[config.mk]
export PLATFORM = sky130hd
export DESIGN_NAME = hit_fifo_readout
export DESIGN_NICKNAME = d
export VERILOG_FILES = /design/src/rtl/etroc2_readout_pkg.sv /design/src/rtl/frame_parity_acc.sv /design/src/rtl/hit_fifo_readout.sv
export SDC_FILE = /design/constraint.sdc
export NUM_CORES = 1
export LEC_CHECK = 0
export BUFFER_PORTS_ARGS = -buffer_cell sky130_fd_sc_hd__buf_2
export CAP_MARGIN = 20
export CELL_PAD_IN_SITES_DETAIL_PLACEMENT = 0
export CELL_PAD_IN_SITES_GLOBAL_PLACEMENT = 1
export CORE_MARGIN = 8
export CORE_UTILIZATION = 38
export CTS_CLUSTER_DIAMETER = 40
export DETAILED_ROUTE_END_ITERATION = 8
export PLACE_DENSITY_LB_ADDON = 0.2
export RECOVER_POWER = 50
export SYNTH_ARGS = -nofsm -noshare
export SYNTH_HDL_FRONTEND = slang
export SYNTH_SLANG_ARGS = --single-unit
export TNS_END_PERCENT = 5
[constraint.sdc]
create_clock -name clk -period 3.3 [get_ports clk]
set_input_delay 0.495 -clock clk [delete_from_list [all_inputs] [get_ports clk]]
set_output_delay 0.495 -clock clk [all_outputs]
set_load 0.01 [all_outputs]
[src/rtl/etroc2_readout_pkg.sv]
// Shared word types, FSM encoding and frame field widths for the ETROC2 hit readout.
package etroc2_readout_pkg;

    typedef enum logic [1:0] {
        IDLE    = 2'd0,
        HEADER  = 2'd1,
        DATA    = 2'd2,
        TRAILER = 2'd3
    } state_e;

    localparam logic [1:0] TYPE_HDR  = 2'b01;
    localparam logic [1:0] TYPE_DATA = 2'b10;
    localparam logic [1:0] TYPE_TRL  = 2'b11;

    localparam int BCID_W   = 12;
    localparam int L1ACNT_W = 8;
    localparam int HDR_W    = BCID_W + L1ACNT_W;
    // truncated flag and parity bit sit right below the hit count
    localparam int TRL_FLAG_W = 2;

endpackage

[src/rtl/frame_parity_acc.sv]
// Clear/accumulate XOR reducer: folds each accepted word into a running parity bit.
module frame_parity_acc #(
    parameter int W = 30
) (
    input  logic         clk_i,
    input  logic         rst_i,
    input  logic         clr_i,
    input  logic         acc_i,
    input  logic [W-1:0] din_i,
    output logic         parity_o
);

    logic par_q;
    logic par_d;

    always_comb begin
        par_d = par_q;
        if (clr_i) begin
            par_d = 1'b0;
        end else if (acc_i) begin
            par_d = par_q ^ (^din_i);
        end
    end

    always_ff @(posedge clk_i or posedge rst_i) begin
        if (rst_i) begin
            par_q <= 1'b0;
        end else begin
            par_q <= par_d;
        end
    end

    assign parity_o = par_q;

endmodule

[src/rtl/hit_fifo_readout.sv]
// Drains the pixel hit FIFO into one header/data/trailer frame per accepted L1A.
// Define FRAME_PARITY_EN to carry the frame XOR in the trailer parity bit.
module hit_fifo_readout
    import etroc2_readout_pkg::*;
#(
    parameter int HIT_WIDTH = 30,
    parameter int MAX_HITS  = 16,
    parameter int CNTW      = 5
) (
    input  logic                 clk,
    input  logic                 reset,
    input  logic                 l1a,
    input  logic [11:0]          bcid,
    input  logic                 fifoEmpty,
    input  logic [HIT_WIDTH-1:0] fifoData,
    output logic                 fifoRden,
    output logic [HIT_WIDTH+1:0] dout,
    output logic                 doutValid,
    input  logic                 doutReady,
    output logic                 busy,
    output logic [7:0]           droppedL1A
);

    localparam logic [CNTW-1:0] MAX_CNT = CNTW'(MAX_HITS);

    state_e               state_q;
    state_e               state_d;
    logic [HIT_WIDTH+1:0] dout_q;
    logic [HIT_WIDTH+1:0] dout_d;
    logic                 valid_q;
    logic                 valid_d;
    logic [BCID_W-1:0]    bcid_q;
    logic [BCID_W-1:0]    bcid_d;
    logic [L1ACNT_W-1:0]  l1a_cnt_q;
    logic [L1ACNT_W-1:0]  l1a_cnt_d;
    logic [CNTW-1:0]      hit_cnt_q;
    logic [CNTW-1:0]      hit_cnt_d;
    logic                 trunc_q;
    logic                 trunc_d;
    logic [7:0]           drop_q;
    logic [7:0]           drop_d;

    logic                 slot_free;
    logic                 is_busy;
    logic                 accept;
    logic                 ld_hdr;
    logic                 ld_data;
    logic                 ld_trl;
    logic                 end_empty;
    logic                 end_full;
    logic                 parity;
    logic [HIT_WIDTH-1:0] hdr_pl;
    logic [HIT_WIDTH-1:0] trl_pl;

    assign slot_free = !valid_q || doutReady;
    assign is_busy   = (state_q != IDLE) || valid_q;
    assign accept    = l1a && !is_busy;

    always_ff @(posedge clk or posedge reset) begin
        if (reset) begin
            state_q <= IDLE;
        end else begin
            state_q <= state_d;
        end
    end

    always_comb begin
        state_d = state_q;
        unique case (state_q)
            IDLE:    if (accept) state_d = HEADER;
            HEADER:  if (slot_free) state_d = DATA;
            DATA:    if (end_empty || end_full) state_d = TRAILER;
            TRAILER: if (slot_free) state_d = IDLE;
            default: state_d = IDLE;
        endcase
    end

    always_comb begin
        ld_hdr    = 1'b0;
        ld_data   = 1'b0;
        ld_trl    = 1'b0;
        end_empty = 1'b0;
        end_full  = 1'b0;
        unique case (state_q)
            HEADER: ld_hdr = slot_free;
            DATA: begin
                end_empty = slot_free && fifoEmpty;
                end_full  = slot_free && !fifoEmpty && (hit_cnt_q == MAX_CNT);
                ld_data   = slot_free && !fifoEmpty && (hit_cnt_q < MAX_CNT);
            end
            TRAILER: ld_trl = slot_free;
            default: ;
        endcase
    end

    assign fifoRden = ld_data;

    // Header and trailer fields are MSB-aligned, zero-filled below
    always_comb begin
        hdr_pl = '0;
        hdr_pl[HIT_WIDTH-1 -: HDR_W] = {bcid_q, l1a_cnt_q};
    end

    always_comb begin
        trl_pl = '0;
        trl_pl[HIT_WIDTH-1 -: CNTW+TRL_FLAG_W] = {hit_cnt_q, trunc_q, parity};
    end

`ifdef FRAME_PARITY_EN
    logic [HIT_WIDTH-1:0] par_din;

    assign par_din = ld_hdr ? hdr_pl : fifoData;

    frame_parity_acc #(
        .W(HIT_WIDTH)
    ) u_parity (
        .clk_i   (clk),
        .rst_i   (reset),
        .clr_i   (accept),
        .acc_i   (ld_hdr || ld_data),
        .din_i   (par_din),
        .parity_o(parity)
    );
`else
    assign parity = 1'b0;
`endif

    always_comb begin
        dout_d  = dout_q;
        valid_d = valid_q;
        if (slot_free) begin
            valid_d = ld_hdr || ld_data || ld_trl;
        end
        unique case (1'b1)
            ld_hdr:  dout_d = {TYPE_HDR, hdr_pl};
            ld_data: dout_d = {TYPE_DATA, fifoData};
            ld_trl:  dout_d = {TYPE_TRL, trl_pl};
            default: ;
        endcase
    end

    always_comb begin
        bcid_d    = accept ? bcid : bcid_q;
        l1a_cnt_d = ld_hdr ? l1a_cnt_q + 1'b1 : l1a_cnt_q;
        hit_cnt_d = hit_cnt_q;
        if (accept) begin
            hit_cnt_d = '0;
        end else if (ld_data) begin
            hit_cnt_d = hit_cnt_q + 1'b1;
        end
        trunc_d = trunc_q;
        if (accept || end_empty) begin
            trunc_d = 1'b0;
        end else if (end_full) begin
            trunc_d = 1'b1;
        end
        drop_d = drop_q;
        if (l1a && is_busy && (drop_q != 8'hFF)) begin
            drop_d = drop_q + 8'd1;
        end
    end

    always_ff @(posedge clk or posedge reset) begin
        if (reset) begin
            dout_q    <= '0;
            valid_q   <= 1'b0;
            bcid_q    <= '0;
            l1a_cnt_q <= '0;
            hit_cnt_q <= '0;
            trunc_q   <= 1'b0;
            drop_q    <= '0;
        end else begin
            dout_q    <= dout_d;
            valid_q   <= valid_d;
            bcid_q    <= bcid_d;
            l1a_cnt_q <= l1a_cnt_d;
            hit_cnt_q <= hit_cnt_d;
            trunc_q   <= trunc_d;
            drop_q    <= drop_d;
        end
    end

    assign dout       = dout_q;
    assign doutValid  = valid_q;
    assign busy       = is_busy;
    assign droppedL1A = drop_q;

endmodule

==> impl.org <==
** Logic synthesis
- Average size of a mapped cell :: 10.6 um2
- The synthesized netlist devotes between 10% and 20% of its cell area to simple gates.
- Synthesized-area fraction occupied by ao, oa, aoi and oai cells :: 17.0%
- Ys async rst share :: 100%
- By area, the combinational part of the netlist is dominated by compound AO/OA/AOI/OAI gates.
- Synth Area in Adders :: 3.58%
- Net count of the mapped netlist :: 353
- EDFF count, synth :: 0
- Part of the Yosys area used for sequential elements :: 54.9%
- The number of different library cells used by synthesis comes to 41.
- The most used flip-flop cell after synthesis is sky130_fd_sc_hd__dfrtp_1.
- Post-Synthesis Cells :: 297
- Portion of netlist area occupied by mux cells :: 2.11%
- The synthesized design contains 69 register bits.
- Of the total synthesized cell area, the portion taken by XOR and XNOR cells is 3.34%.
- The cell area that synthesis handed to floorplanning was ~3100 um2.
- Yosys printed 0 warnings.

** Setup path
- CP max stage delay :: 0.55 ns
- Last element of the critical path :: fifoRden
- The worst register-to-register path ends at dout[28].
- Reg-to-reg critical path startpoint :: state_q[0]
- Worst Setup SP :: state_q[0]
- Worst path arrival time :: between 2 and 2.5 ns
- The critical path goes through inv_1 -> ha_1 -> nor3b_4 -> and2_1 -> buf_2.
- The setup path with the least slack is of type flop to output pin.
- Register-to-register setup slack :: 0.94 ns
- Along the worst path, the maximum fanout reaches 14.
- CP endpoint kind :: output pin
- Among all stages on the critical path, the largest delay is contributed by sky130_fd_sc_hd__and2_1.
- For the worst setup path, the data required time is 2.80 ns.
- Setup crit start kind :: flop
- Logic depth of the worst register-to-register path :: 7

** Cells and area
- Filler cells :: between 800 and 900
- The net count of the finished layout is around 440.
- Final core utilization :: 47.7%
- The repair_antennas step left the layout with diodes totalling 0.
- In the layout the commonest cells are sky130_fd_sc_hd__dfrtp_1 (69), sky130_fd_sc_hd__buf_2 (69), sky130_fd_sc_hd__nand2_1 (61).
- Fraction of final layout cells sized beyond drive strength 1 :: between 20% and 30%
- Synth-to-layout area growth :: 23.3%

** Pwr
- The worst-case IR drop observed on VDD is 0.505 mV.
- For this design the total switching power over the nets is around 1500 uW.
- Power share of the sequential group :: 38.0%
- In this run the static leakage power is 0.00190 uW.
- Power spread over the standard cell area amounts to 1010 nW/um2.
- Summing internal, switching and leakage power gives 3930 uW.
- Combinational power share :: 40.4%
- Net switching is 37.2% of the power.
- The internal power of the cells totals ~2500 uW.
- The clock network accounts for 21.6% of the total power.

** STA
- The final count of pins violating max slew was 0.
- The tightest hold path in the finished design has a slack of ~0.33 ns.
- Setup repair after global routing left no endpoint under its margin.
- Final setup fails :: 0
- For the pin with the worst max-slew slack, the measured transition is 1.28 ns.
- Maximum clock frequency :: 370 MHz
- Setup Skew :: roughly 0.0072 ns
- Final critical-path share of the clock period :: 81.9%
- Fin crit period :: approximately 2.7 ns
- Headroom to the max-slew limit came out at 14.8%.
- The worst path meets setup with 0.597 ns of slack.
- Hold violation total from the final report :: 0
- In the final timing run, aggregate negative setup slack is 0 ns.

** Global route
- Antenna violations before repair :: 0
- Met3 demand-to-capacity share in global routing :: between 5 and 6%
- Global routing finished with a remaining overflow of 0.
- Met2 Track Usage GR :: 23.6%
- Largest net degree at the start of global routing :: 28
- The via count of the first global-routing pass came to 2603.
- The first global-routing pass estimated approximately 13000 um of wire.
- GRT Max-Usage Layer :: met2
- Combined global-route utilization of all metal layers :: 14.3%
- Routing usage on met1 :: 17.0%

** Floorplanning
- Horizontal die dimension :: 107 um
- Initial Util :: 38.7%
- Pin placement for this block handled 90 I/O pins.
- The core region is just over 8000 um2.
- Number of placement rows :: 33
- Measured along the y axis, the die boundary spans ~110 um.
- The die covers 11400 um2.

** Clocking
- TritonCTS created 9 clock buffers.
- CTS H-tree depth :: 3
- In this run, post-CTS hold repair placed 0 buffers.
- Post-CTS Setup Repair Bufs :: 0
- At the later pin of the worst-skew pair, clock insertion delay measures around 0.35 ns.
- TritonCTS built the clock tree.
- Max clock buf depth :: 2
- Clock tree synthesis selected as its root buffer the cell sky130_fd_sc_hd__clkbuf_8.
- Clock tree synthesis found a total of 69 sinks.
- Number of cells upsized or downsized after cts :: 0
- After clock tree synthesis, the clock-pin slew on the worst setup and hold paths is 0.08 ns.

** Drt
- Number of vias after detailed routing :: approximately 2500
- DRC violations left :: 0
- Wires add up to a little under 8000 um.
- Iteration-0 DRC count of the detailed router :: 126
- Dividing the detail-routed wire length by the instance count gives 16.1 um.
- Before antenna repair, the detailed router went through 4 iterations.
- Routed vias/inst :: 5.03
- The detail route stage leaves a number of antenna-violating nets equal to 0.

** Placement
- Final weighted congestion in routability-driven placement :: 0.765
- Post-Place Worst Slack :: between 0.9 and 1 ns
- The count of buffers added on input and output ports is 89.
- The HPWL after detailed placement is about 5800 um.

** Run
- Max Cap Viol :: 0

** Outcome
- Outcome :: finished, final reports clean

** Hold path
- Worst hold-check path type :: input port to flop
==> worst max-delay path: cells and delay by family (launching register included) <==
| kind | cells | cell delay [ns] |
|---|---|---|
| adder cells (fa/ha/maj) | 1 | 0.24 |
| buffers and inverters | 2 | 0.37 |
| flip-flops | 1 | 0.41 |
| AND/OR/NAND/NOR | 2 | 0.84 |
==> flip-flops by register name, summed over array words and instances, names as in the netlist <==
register	count
bcid_q	12
dout	32
doutValid	1
droppedL1A	8
hit_cnt_q	5
l1a_cnt_q	8
state_q	2
trunc_q	1
==> cells in the mapped netlist, drive strengths merged (6+ instances only) <==
library cell,n,share of area (%)
nand2,61,7.3
dfrtp,69,55
a22o,11,3.1
xnor2,7,1.9
clkbuf,6,0.72
nand3,6,0.96
a22oi,7,1.8
nor2,9,1.2
a2bb2oi,20,5.8
ha,9,3.6
buf,11,2.3
o21ai,24,3.9
inv,11,1.3
==> per-stage QoR <==
stage | std cells | area, um2
final | 494 | 3880
after global routing | 494 | 3880
after CTS | 494 | 3910
after detailed placement | 479 | 3660
after global placement | 479 | 3660
after floorplan | 297 | 3140
==> how the worst min path moves through the flow <==
| stage | from | end | cells after the start |
|---|---|---|---|
| after floorplan | l1a_cnt_q[7] | l1a_cnt_q[7] | 1 |
| after global placement | bcid_q[6] | bcid_q[6] | 2 |
| after detailed placement | bcid_q[6] | bcid_q[6] | 2 |
| after CTS | reset | l1a_cnt_q[4] | 2 |
| after global routing | bcid[11] | bcid_q[11] | 3 |
| final | bcid[9] | bcid_q[9] | 3 |
==> final cells by class <==
class / count / area (um2) / area share (%)
Timing Repair Buffer: 94 / 450 / 11.6
Clock buffer: 10 / 138 / 3.55
Sequential cell: 69 / 1730 / 44.5
Tap cell: 105 / 131 / 3.39
Inverter: 11 / 41.3 / 1.07
Clock inverter: 5 / 108 / 2.78
Multi-Input combinational cell: 200 / 1280 / 33.1
==> metal layers <==
layer  vias up  share of wire, %
met5         -                 0
met4         0               1.0
li1       1215                 -
met3        10               6.5
met2        65                49
met1      1196                43
==> power by group through the flow <==
stage / Sequential, uW / Clock (uW) / Combinational [uW]
4_1_cts: 1490 / 871 / 1650
6_report: 1490 / 850 / 1590
3_5_place_dp: 1510 / 0 / 1640
2_1_floorplan: 1580 / 0 / 1020
3_3_place_gp: 1500 / 0 / 1610
5_1_grt: 1550 / 906 / 1780
==> cell families after synthesis <==
logic type      count (synthesis)
buf+inv                        28
fa+ha+maj                       9
xor+xnor                       12
simple gates                  100
mux                             6
flops                          69
compound gates                 73
(Power assumes the default switching activity.)
